<file path="config.mk">
export PLATFORM = sky130hd
export DESIGN_NAME = seg_scan_driver
export DESIGN_NICKNAME = d
export VERILOG_FILES = /design/src/rtl/seg_pkg.sv /design/src/rtl/seg_scan_timer.sv /design/src/rtl/seg_scan_driver.sv
export SDC_FILE = /design/constraint.sdc
export NUM_CORES = 1
export LEC_CHECK = 0
export ABC_AREA = 1
export CORE_ASPECT_RATIO = 2
export CORE_MARGIN = 1.5
export CORE_UTILIZATION = 55
export CTS_BUF_LIST = sky130_fd_sc_hd__clkbuf_8
export DETAILED_ROUTE_END_ITERATION = 8
export GPL_ROUTABILITY_DRIVEN = 1
export PLACE_DENSITY_LB_ADDON = 0.08
export SLEW_MARGIN = 30
export SYNTH_ARGS = -nofsm -noshare
export SYNTH_HDL_FRONTEND = slang
export SYNTH_SLANG_ARGS = --single-unit
export TNS_END_PERCENT = 50
</file>
<file path="constraint.sdc">
create_clock -name clk -period 2.4 [get_ports clk]
set_clock_uncertainty 0.2 [all_clocks]
set_input_delay 0.48 -clock clk [delete_from_list [all_inputs] [get_ports clk]]
set_output_delay 0.48 -clock clk [all_outputs]
set_load 0.005 [all_outputs]
</file>
<file path="src/rtl/seg_pkg.sv">
// Shared 7-segment types, state encoding and hex patterns for the display
// path; used by both the hex decoder and the scan driver.
package seg_pkg;

    typedef logic [6:0] seg_t;

    localparam seg_t SEG_OFF = 7'h7F;

    typedef enum logic [1:0] {
        IDLE  = 2'd0,
        BLANK = 2'd1,
        DRIVE = 2'd2
    } scan_state_t;

    // Active-low patterns, bit order {g,f,e,d,c,b,a}.
    function automatic seg_t hex_to_seg(input logic [3:0] nib);
        seg_t pat;
        case (nib)
            4'h0:    pat = 7'h40;
            4'h1:    pat = 7'h79;
            4'h2:    pat = 7'h24;
            4'h3:    pat = 7'h30;
            4'h4:    pat = 7'h19;
            4'h5:    pat = 7'h12;
            4'h6:    pat = 7'h02;
            4'h7:    pat = 7'h78;
            4'h8:    pat = 7'h00;
            4'h9:    pat = 7'h10;
            4'hA:    pat = 7'h08;
            4'hB:    pat = 7'h03;
            4'hC:    pat = 7'h46;
            4'hD:    pat = 7'h21;
            4'hE:    pat = 7'h06;
            4'hF:    pat = 7'h0E;
            default: pat = SEG_OFF;
        endcase
        return pat;
    endfunction

endpackage

</file>
<file path="src/rtl/seg_scan_timer.sv">
// Loadable down-counter that parks at zero; tc flags the last cycle of the
// loaded interval.
module seg_scan_timer #(
    parameter int WIDTH = 16
) (
    input  logic             clk,
    input  logic             reset,
    input  logic             load,
    input  logic [WIDTH-1:0] load_val,
    output logic             tc
);

    logic [WIDTH-1:0] count_r;

    // Count register: load wins over decrement, holds once it reaches zero.
    always_ff @(posedge clk) begin
        if (reset) begin
            count_r <= {WIDTH{1'b0}};
        end else if (load) begin
            count_r <= load_val;
        end else if (count_r != {WIDTH{1'b0}}) begin
            count_r <= count_r - {{(WIDTH-1){1'b0}}, 1'b1};
        end else begin
            count_r <= count_r;
        end
    end

    assign tc = (count_r == {WIDTH{1'b0}});

endmodule

</file>
<file path="src/rtl/seg_scan_driver.sv">
// Time-multiplexed scan driver for a common-anode 7-segment display with
// per-slot blanking and a once-per-frame input snapshot.
module seg_scan_driver
    import seg_pkg::*;
#(
    parameter int NUM_DIGITS     = 8,
    parameter int DRIVE_CYCLES   = 50000,
    parameter int BLANK_CYCLES   = 500,
    parameter int DIG_ACTIVE_LOW = 1
) (
    input  logic                  clk,
    input  logic                  reset,
    input  logic                  enable,
    input  logic [6:0]            segments_in [NUM_DIGITS],
    input  logic [NUM_DIGITS-1:0] dp_in,
    input  logic [NUM_DIGITS-1:0] digit_en,
    output logic [6:0]            seg_out,
    output logic                  dp_out,
    output logic [NUM_DIGITS-1:0] dig_sel,
    output logic [((NUM_DIGITS > 1) ? $clog2(NUM_DIGITS) : 1)-1:0] digit_idx,
    output logic                  frame_tick
);

    localparam int IW   = (NUM_DIGITS > 1) ? $clog2(NUM_DIGITS) : 1;
    localparam int MAXC = (DRIVE_CYCLES > BLANK_CYCLES) ? DRIVE_CYCLES : BLANK_CYCLES;
    localparam int CW   = (MAXC > 1) ? $clog2(MAXC) : 1;

    localparam logic [CW-1:0] DRV_LOAD = CW'(DRIVE_CYCLES - 1);
    localparam logic [CW-1:0] BLK_LOAD = CW'((BLANK_CYCLES > 0) ? BLANK_CYCLES - 1 : 0);
    // With no blank phase a new slot starts straight in DRIVE.
    localparam scan_state_t   SLOT_STATE = (BLANK_CYCLES > 0) ? BLANK : DRIVE;
    localparam logic [CW-1:0] SLOT_LOAD  = (BLANK_CYCLES > 0) ? BLK_LOAD : DRV_LOAD;
    localparam logic [IW-1:0] LAST_IDX   = IW'(NUM_DIGITS - 1);
    localparam logic [NUM_DIGITS-1:0] DIG_OFF =
        (DIG_ACTIVE_LOW != 0) ? {NUM_DIGITS{1'b1}} : {NUM_DIGITS{1'b0}};

    scan_state_t           state_r, state_s;
    logic [IW-1:0]         idx_r, idx_s;
    logic                  frame_start_s;
    logic                  load_s;
    logic [CW-1:0]         load_val_s;
    logic                  tc_s;

    seg_t                  seg_sh_r [NUM_DIGITS];
    seg_t                  seg_sh_s [NUM_DIGITS];
    logic [NUM_DIGITS-1:0] dp_sh_r, dp_sh_s;
    logic [NUM_DIGITS-1:0] en_sh_r, en_sh_s;
    logic [NUM_DIGITS-1:0] onehot_s;

    seg_t                  seg_r, seg_s;
    logic                  dp_r, dp_s;
    logic [NUM_DIGITS-1:0] sel_r, sel_s;
    logic                  tick_r;

    seg_scan_timer #(.WIDTH(CW)) u_timer (
        .clk      (clk),
        .reset    (reset),
        .load     (load_s),
        .load_val (load_val_s),
        .tc       (tc_s)
    );

    // Next-state, slot index and timer reload decisions.
    always_comb begin
        state_s       = state_r;
        idx_s         = idx_r;
        frame_start_s = 1'b0;
        load_s        = 1'b0;
        load_val_s    = {CW{1'b0}};
        if (!enable) begin
            state_s    = IDLE;
            idx_s      = {IW{1'b0}};
            load_s     = 1'b1;
            load_val_s = {CW{1'b0}};
        end else begin
            case (state_r)
                IDLE: begin
                    frame_start_s = 1'b1;
                    idx_s         = {IW{1'b0}};
                    state_s       = SLOT_STATE;
                    load_s        = 1'b1;
                    load_val_s    = SLOT_LOAD;
                end
                BLANK: begin
                    if (tc_s) begin
                        state_s    = DRIVE;
                        load_s     = 1'b1;
                        load_val_s = DRV_LOAD;
                    end else begin
                        state_s = BLANK;
                    end
                end
                DRIVE: begin
                    if (tc_s) begin
                        if (idx_r == LAST_IDX) begin
                            idx_s         = {IW{1'b0}};
                            frame_start_s = 1'b1;
                        end else begin
                            idx_s = idx_r + {{(IW-1){1'b0}}, 1'b1};
                        end
                        state_s    = SLOT_STATE;
                        load_s     = 1'b1;
                        load_val_s = SLOT_LOAD;
                    end else begin
                        state_s = DRIVE;
                    end
                end
                default: begin
                    state_s    = IDLE;
                    idx_s      = {IW{1'b0}};
                    load_s     = 1'b1;
                    load_val_s = {CW{1'b0}};
                end
            endcase
        end
    end

    // Next shadow contents and next output values; outputs read the
    // post-snapshot shadow so a zero-blank frame start shows fresh data.
    always_comb begin
        for (int i = 0; i < NUM_DIGITS; i++) begin
            seg_sh_s[i] = frame_start_s ? seg_t'(segments_in[i]) : seg_sh_r[i];
            onehot_s[i] = (idx_s == IW'(i));
        end
        dp_sh_s = frame_start_s ? dp_in    : dp_sh_r;
        en_sh_s = frame_start_s ? digit_en : en_sh_r;
        seg_s   = SEG_OFF;
        dp_s    = 1'b1;
        sel_s   = DIG_OFF;
        if ((state_s == DRIVE) && en_sh_s[idx_s]) begin
            seg_s = seg_sh_s[idx_s];
            dp_s  = dp_sh_s[idx_s];
            if (DIG_ACTIVE_LOW != 0) begin
                sel_s = ~onehot_s;
            end else begin
                sel_s = onehot_s;
            end
        end else begin
            seg_s = SEG_OFF;
            dp_s  = 1'b1;
            sel_s = DIG_OFF;
        end
    end

    // State, shadow and output registers.
    always_ff @(posedge clk) begin
        if (reset) begin
            state_r <= IDLE;
            idx_r   <= {IW{1'b0}};
            for (int i = 0; i < NUM_DIGITS; i++) begin
                seg_sh_r[i] <= SEG_OFF;
            end
            dp_sh_r <= {NUM_DIGITS{1'b1}};
            en_sh_r <= {NUM_DIGITS{1'b0}};
            seg_r   <= SEG_OFF;
            dp_r    <= 1'b1;
            sel_r   <= DIG_OFF;
            tick_r  <= 1'b0;
        end else begin
            state_r <= state_s;
            idx_r   <= idx_s;
            for (int i = 0; i < NUM_DIGITS; i++) begin
                seg_sh_r[i] <= seg_sh_s[i];
            end
            dp_sh_r <= dp_sh_s;
            en_sh_r <= en_sh_s;
            seg_r   <= seg_s;
            dp_r    <= dp_s;
            sel_r   <= sel_s;
            tick_r  <= frame_start_s;
        end
    end

    assign seg_out    = seg_r;
    assign dp_out     = dp_r;
    assign dig_sel    = sel_r;
    assign digit_idx  = idx_r;
    assign frame_tick = tick_r;

endmodule

</file>
* After elaboration in Yosys (flattened, before gate mapping)
Memories as Yosys holds them, arrays and structs flattened.
Cells that the tools add are included.
** Cells by class
- Add/sub/neg operators :: 2
- Order comparisons :: 2
- Equal/unequal tests :: 11
- Mux-type cells :: 49
- Bitwise gates (word level) :: 11
- Reduce and logical (&&, ||, !) cells :: 8
** Operators with widths (number)
- 7-bit 2-to-1 mux :: 18
- 16-bit 2-to-1 mux :: 4
- 16-bit case mux with 3 select lines :: 1
- 7-bit binary-select mux with 3-bit select :: 1
- 16-bit logical NOT :: 1
- 8-bit 2-to-1 mux :: 2
- 16-bit nonzero test :: 1
- 16-bit by 1-bit subtractor with 16-bit output (second input constant) :: 1
- 3-bit equality test (second input constant) :: 5
- 1-bit 2-to-1 mux :: 11
- 3-bit 2-to-1 mux :: 3
- 9-bit 2-to-1 mux :: 1
- 8-bit NOT :: 1
- 1-bit OR :: 8
- 1-bit binary-select mux with 3-bit select :: 2
- 3-bit by 2-bit equality test with 1-bit output (second input constant) :: 2
- 2-bit 2-to-1 mux :: 3
- 2-bit case mux with 3 select lines :: 1
- 3-bit case mux with 2 select lines :: 1
- 2-bit equality test (second input constant) :: 2
- 4-bit >= comparator (second input constant) :: 1
- 3-bit by 4-bit less-than comparator with 1-bit output (second input constant) :: 1
- 3-bit NOT with 4-bit output :: 1
- 2-bit OR reduction :: 2
- 9 further kinds :: 9
** Word-level totals
- Register bits :: 54
- Bits in writable memories :: 56
- Output and inout port bits :: 20
- Word-level logic and storage cells :: 93
- Memories kept :: 1
** Memory list
- seg_sh_r :: depth 8, width 7, read ports 8, clocked after memory_dff 0, wr ports 8, line seg_scan_driver.sv:44 : seg_t seg_sh_r [NUM_DIGITS];

* Depth between registers and ports, before layout
- Word-level depth :: 11
- Depth in mapped cells :: 18

* Hierarchy
From an unflattened synthesis, not the netlist that was laid out.
** Unflattened totals
- Cell total of the unflattened synthesis :: 846
- Area total of the unflattened synthesis :: 5510.3 um^2
** Modules (own cells, without submodules)
- seg_scan_driver :: instances 1, cells an instance 668, area an instance 4381.7 um^2, sequential area each 1881.8 um^2
- seg_scan_timer :: instances 1, cells an instance 178, area an instance 1128.6 um^2, sequential area each 320.3 um^2

* Worst setup path before layout
OpenSTA, ideal clock, no wires.
- Path type :: register -> register
- Start point :: reg idx_r[0] (netlist: digit_idx[0])
- End point :: reg dp_r (netlist: dp_out)
- Library setup time :: 130 ps
- Arrival time :: 1974 ps
- Required time :: 2070 ps
- Slack :: 97 ps
- Stages on the path, launching flop included :: 13
- Buffers on the path :: 1
- Period minus slack after synthesis :: 2303 ps
- Cells stage by stage :: dfxtp_1 -> ha_1 -> ha_1 -> inv_1 -> a21oi_2 -> nand2_4 -> buf_2 -> nand2_1 -> o21ai_0 -> a21oi_2 -> nand2_2 -> nand2_4 -> nand3_1
** On the way
- Cells in the longest elaborated chain, start to end :: 11
** Ends and longest elaborated chain
- start: declaration :: line seg_scan_driver.sv:38 : logic [IW-1:0] idx_r, idx_s;
- start signal: assignment :: line seg_scan_driver.sv:149 : idx_r <= {IW{1'b0}};
- start signal: assignment :: line seg_scan_driver.sv:161 : idx_r <= idx_s;
- parallel branches: the longest is 11 deep, another holds 3-bit by 1-bit adder with 3-bit output
- end signal: assignment :: line seg_scan_driver.sv:168 : dp_r <= dp_s;
- end: declaration :: line seg_scan_driver.sv:51 : logic dp_r, dp_s;
Parallel ways; which one is timed is not known. The select of a mux whose other input is x is not followed.
A chain may end at the register's enable or synchronous reset.

* Worst setup path in the final report
- Start point :: reg u_timer.count_r[1]
- End point :: reg sel_r[7] (netlist: dig_sel[7])
** On the way
- Cells in the longest elaborated chain, start to end :: 10
** Ends and longest elaborated chain
- start: declaration :: line seg_scan_timer.sv:13 : logic [WIDTH-1:0] count_r;
- start signal: assignment :: line seg_scan_timer.sv:18 : count_r <= {WIDTH{1'b0}};
- start signal: assignment :: line seg_scan_timer.sv:20 : count_r <= load_val;
- start signal: assignment :: line seg_scan_timer.sv:22 : count_r <= count_r - {{(WIDTH-1){1'b0}}, 1'b1};
- 16-bit logical NOT * :: line seg_scan_timer.sv:28 : assign tc = (count_r == {WIDTH{1'b0}});
- 1-bit 2-to-1 mux :: line seg_scan_driver.sv:94 : if (tc_s) begin
- 1-bit case mux with 2 select lines :: line seg_scan_driver.sv:76 : case (state_r)
- 1-bit 2-to-1 mux :: line seg_scan_driver.sv:70 : if (!enable) begin
- 8-bit 2-to-1 mux :: line seg_scan_driver.sv:126 : en_sh_s = frame_start_s ? digit_en : en_sh_r;
- 1-bit binary-select mux with 3-bit select :: line seg_scan_driver.sv:130 : if ((state_s == DRIVE) && en_sh_s[idx_s]) begin
- 1-bit 2-to-1 mux (not written as such) :: line seg_scan_driver.sv:130
- 1-bit logical AND :: line seg_scan_driver.sv:130
- 1-bit NOT (no source line)
- 2-bit OR reduction (no source line)
- end signal: assignment :: line seg_scan_driver.sv:169 : sel_r <= sel_s;
- end: declaration :: line seg_scan_driver.sv:52 : logic [NUM_DIGITS-1:0] sel_r, sel_s;
Every way passes the cells marked *; elsewhere a longest branch is shown, timed or not. The select of a mux whose other input is x is not followed.

==> reports/results.tsv <==
stage	metric	value	unit
status	status	complete, but fails checks	
status	failing checks	setup timing	
floorplan	Initial Util	0.566	
synth	most frequent cell after synthesis	nand2_1	
synth	Synth top cells by count	235 x nand2_1, 118 x nand3_1, 110 x dfxtp_1, 92 x nor2_1, 75 x inv_1	
sta	final setup margin	-60.4	ps
critical_path	Worst Path Class, Setup	flip-flop to flip-flop	
synth	Avg Cell Area, Syn	6.81	um2
grt	grt total ovfl	0	
clock_network	Clk pin slew, worst setup/hold paths	110	ps
route	average wire per standard cell	15.1	um
floorplan	Die Height	142	um
cells_and_area	FF+latch area	2220	um2
floorplan	Core ar.	9320	um2
synth	top post-synthesis cells by area	dfxtp_1 42%, nand2_1 17%, nand3_1 11%	
route	Routed Antenna Nets	0	
floorplan	row cnt	50	
synth	FFs w/ async S/R, synth	0	
synth	Cells after Synth	775	
grt	GRT Total Usage	0.292	
sta	final-report hold violation count	0	
clock_network	hold buffers post-CTS	0	
cells_and_area	layout cell share with drive strength beyond 1	0.196	
sta	worst slew pin tran	421	ps
synth	Post-synth EDFFs	0	
route	Initial DRT Pass Iterations	6	
floorplan	Ports	95	
sta	RSZ-0062 raised after global routing	yes	
sta	final period utilization	1.03	
clock_network	CTS tree	done	
placed_design	gpl congestion	0.952	
synth	register bit total from synthesis	110	
sta	Final Critical Period	2460	ps
sta	Highest Clock Rate	0.406	GHz
synth	top cell type's share of synthesized area	0.417	
cells_and_area	Post-layout nets	1011	
grt	vias in the first global route	5262	
power_and_ir_drop	total power	4250	uW
placed_design	area post-placement	6710	um2
sta	Slew Limit Fails	0	
cells_and_area	ant diodes	0	
synth	Mapped Nets	858	
synth	synthesized cell area	5280	um2
route	drc violations	0	
clock_network	clk_lat worst skew	380	ps
critical_path	Critical Path Start Type	flip-flop	
grt	largest net degree at the start of global routing	65	
job	Max Cap Viol	0	
cells_and_area	synthesis-to-finish area growth	40.2	%
clock_network	H-tree depth	3	
clock_network	clock tree buffer depth	2	
synth	prevailing post-synth register cell	dfxtp_1	
critical_path	endpoint class of the critical path	flip-flop	
route	vias	5548	
floorplan	die area	10200	um2
grt	global-route wire length before repair	23500	um
worst_hold_path	Hold Path Class	flip-flop to flip-flop	
cells_and_area	multi-input logic area	2750	um2
sta	max_slew headroom	0.717	
clock_network	CTS Sinks	110	
route	1st-iter DRT viols	351	
power_and_ir_drop	PwrDens	574	nW/um2
clock_network	Root Buffer	clkbuf_8	
sta	setup violators final	16	
floorplan	Die Wd	72.3	um
grt	initial antenna violation count	0	
placed_design	Port Buffers	94	
power_and_ir_drop	VDD IR-drop max	0.374	mV
route	Routed Wire Length	15700	um
synth	Seq/Total Area, Yosys	0.417	
synth	Synth area leader	dfxtp_1	
synth	Synth cell types	35	
critical_path	Crit path arrival time	2540	ps
clock_network	cts bufs inserted	9	
synth	Synth Warn #	0	
route	via density per instance	5.35	
power_and_ir_drop	Lkg Pwr	0.00368	uW
cells_and_area	final instance area	7400	um2
cells_and_area	fillers	681	
critical_path	CP max FO	8	
placed_design	dpl hpwl	11100	um
critical_path	Worst EP required	2480	ps
## power by group
group	internal (uW)	switching, uW
Combinational	513	582
Sequential	1940	46.9
Clock	497	667
Total	2950	1300
## worst max-delay path, cell delays in order (launching register included)
cell and delay (ps):
dfxtp_2 340, inv_2 70, ha_4 170, nand2_2 80, nor2_4 150, nand3_4 120
buf_4 150, buf_4 120, o21ai_1 160, nand2_2 160, buf_6 180, a21oi_4 220
clkbuf_16 190, nand3_1 70
## worst paths after layout
kind              slack, ps  cells past startpoint                              end                       startpoint
setup reg to reg        -60                     13            dig_sel[7]$_SDFF_PP1_  u_timer.count_r[1]$_SDFFE_PP0P_
setup / recovery        -60                     13            dig_sel[7]$_SDFF_PP1_  u_timer.count_r[1]$_SDFFE_PP0P_
hold / removal          260                      1  u_timer.count_r[0]$_SDFFE_PP0P_  u_timer.count_r[0]$_SDFFE_PP0P_
hold reg to reg         260                      1  u_timer.count_r[0]$_SDFFE_PP0P_  u_timer.count_r[0]$_SDFFE_PP0P_
## layer usage
layer / global-route usage / up-vias / share of wire
met5: 0 / - / 0
met4: 0.149 / 0 / 0.046
met3: 0.0419 / 65 / 0.039
met2: 0.562 / 186 / 0.56
li1: - / 2735 / -
met1: 0.290 / 2562 / 0.36
## cell usage in the layout, fill, tap and decap left out, drive strengths merged, types with 8 or more instances in the layout
cell type | netlist | layout
clkdlybuf4s50 | 0 | 94
ha | 8 | 8
nor2 | 98 | 98
o21ai | 47 | 47
buf | 21 | 77
nand3 | 122 | 122
clkbuf | 13 | 13
dfxtp | 110 | 110
nand2 | 241 | 242
inv | 78 | 81
## flip-flops by register name, indices dropped and copies added, names as in the netlist
signal and flops:
dp_out 1, u_timer.count_r 16, state_r 2, dig_sel 8, seg_out 7, en_sh_r 8
frame_tick 1, dp_sh_r 8, digit_idx 3, seg_sh_r 56
## stage by stage
stage | hold WS [ps] | setup slack, ps | setup TNS (ps) | util | cells
after floorplan | 224 | 96.9 | 0 | - | 775
after CTS | 263 | 6.56 | 0 | 0.748 | 1020
final | 256 | -60.4 | -549 | 0.794 | 1037
after global placement | 232 | -230 | -3530 | 0.719 | 1002
after detailed placement | 239 | -293 | -4530 | 0.719 | 1002
after global routing | 290 | -133 | -1750 | 0.794 | 1037
## what timing repair did
action / in CTS / in global routing
endpoints found under the setup margin: 19 / 19
pin swaps: 5 / 22
setup buffers: 2 / 12
cloned: 0 / 5
gates resized for setup: 7 / 74
## area by class of cell
cell class | count | share of cell area
multi-input combinational | 548 | 0.372
sequential | 110 | 0.300
timing repair buffer | 175 | 0.240
inverter | 84 | 0.0428
tap | 104 | 0.0176
clock buffer | 9 | 0.0167
clock inverter | 7 | 0.0112
## cell families after synthesis
kind of cell             share of synthesized area
AO/OA/AOI/OAI                               0.0597
flip-flops                                   0.417
AND/OR/NAND/NOR                              0.385
adder cells (fa/ha/maj)                     0.0190
XOR/XNOR                                    0.0183
buffers and inverters                        0.101
No activity file was read; power rests on OpenSTA's default activity.
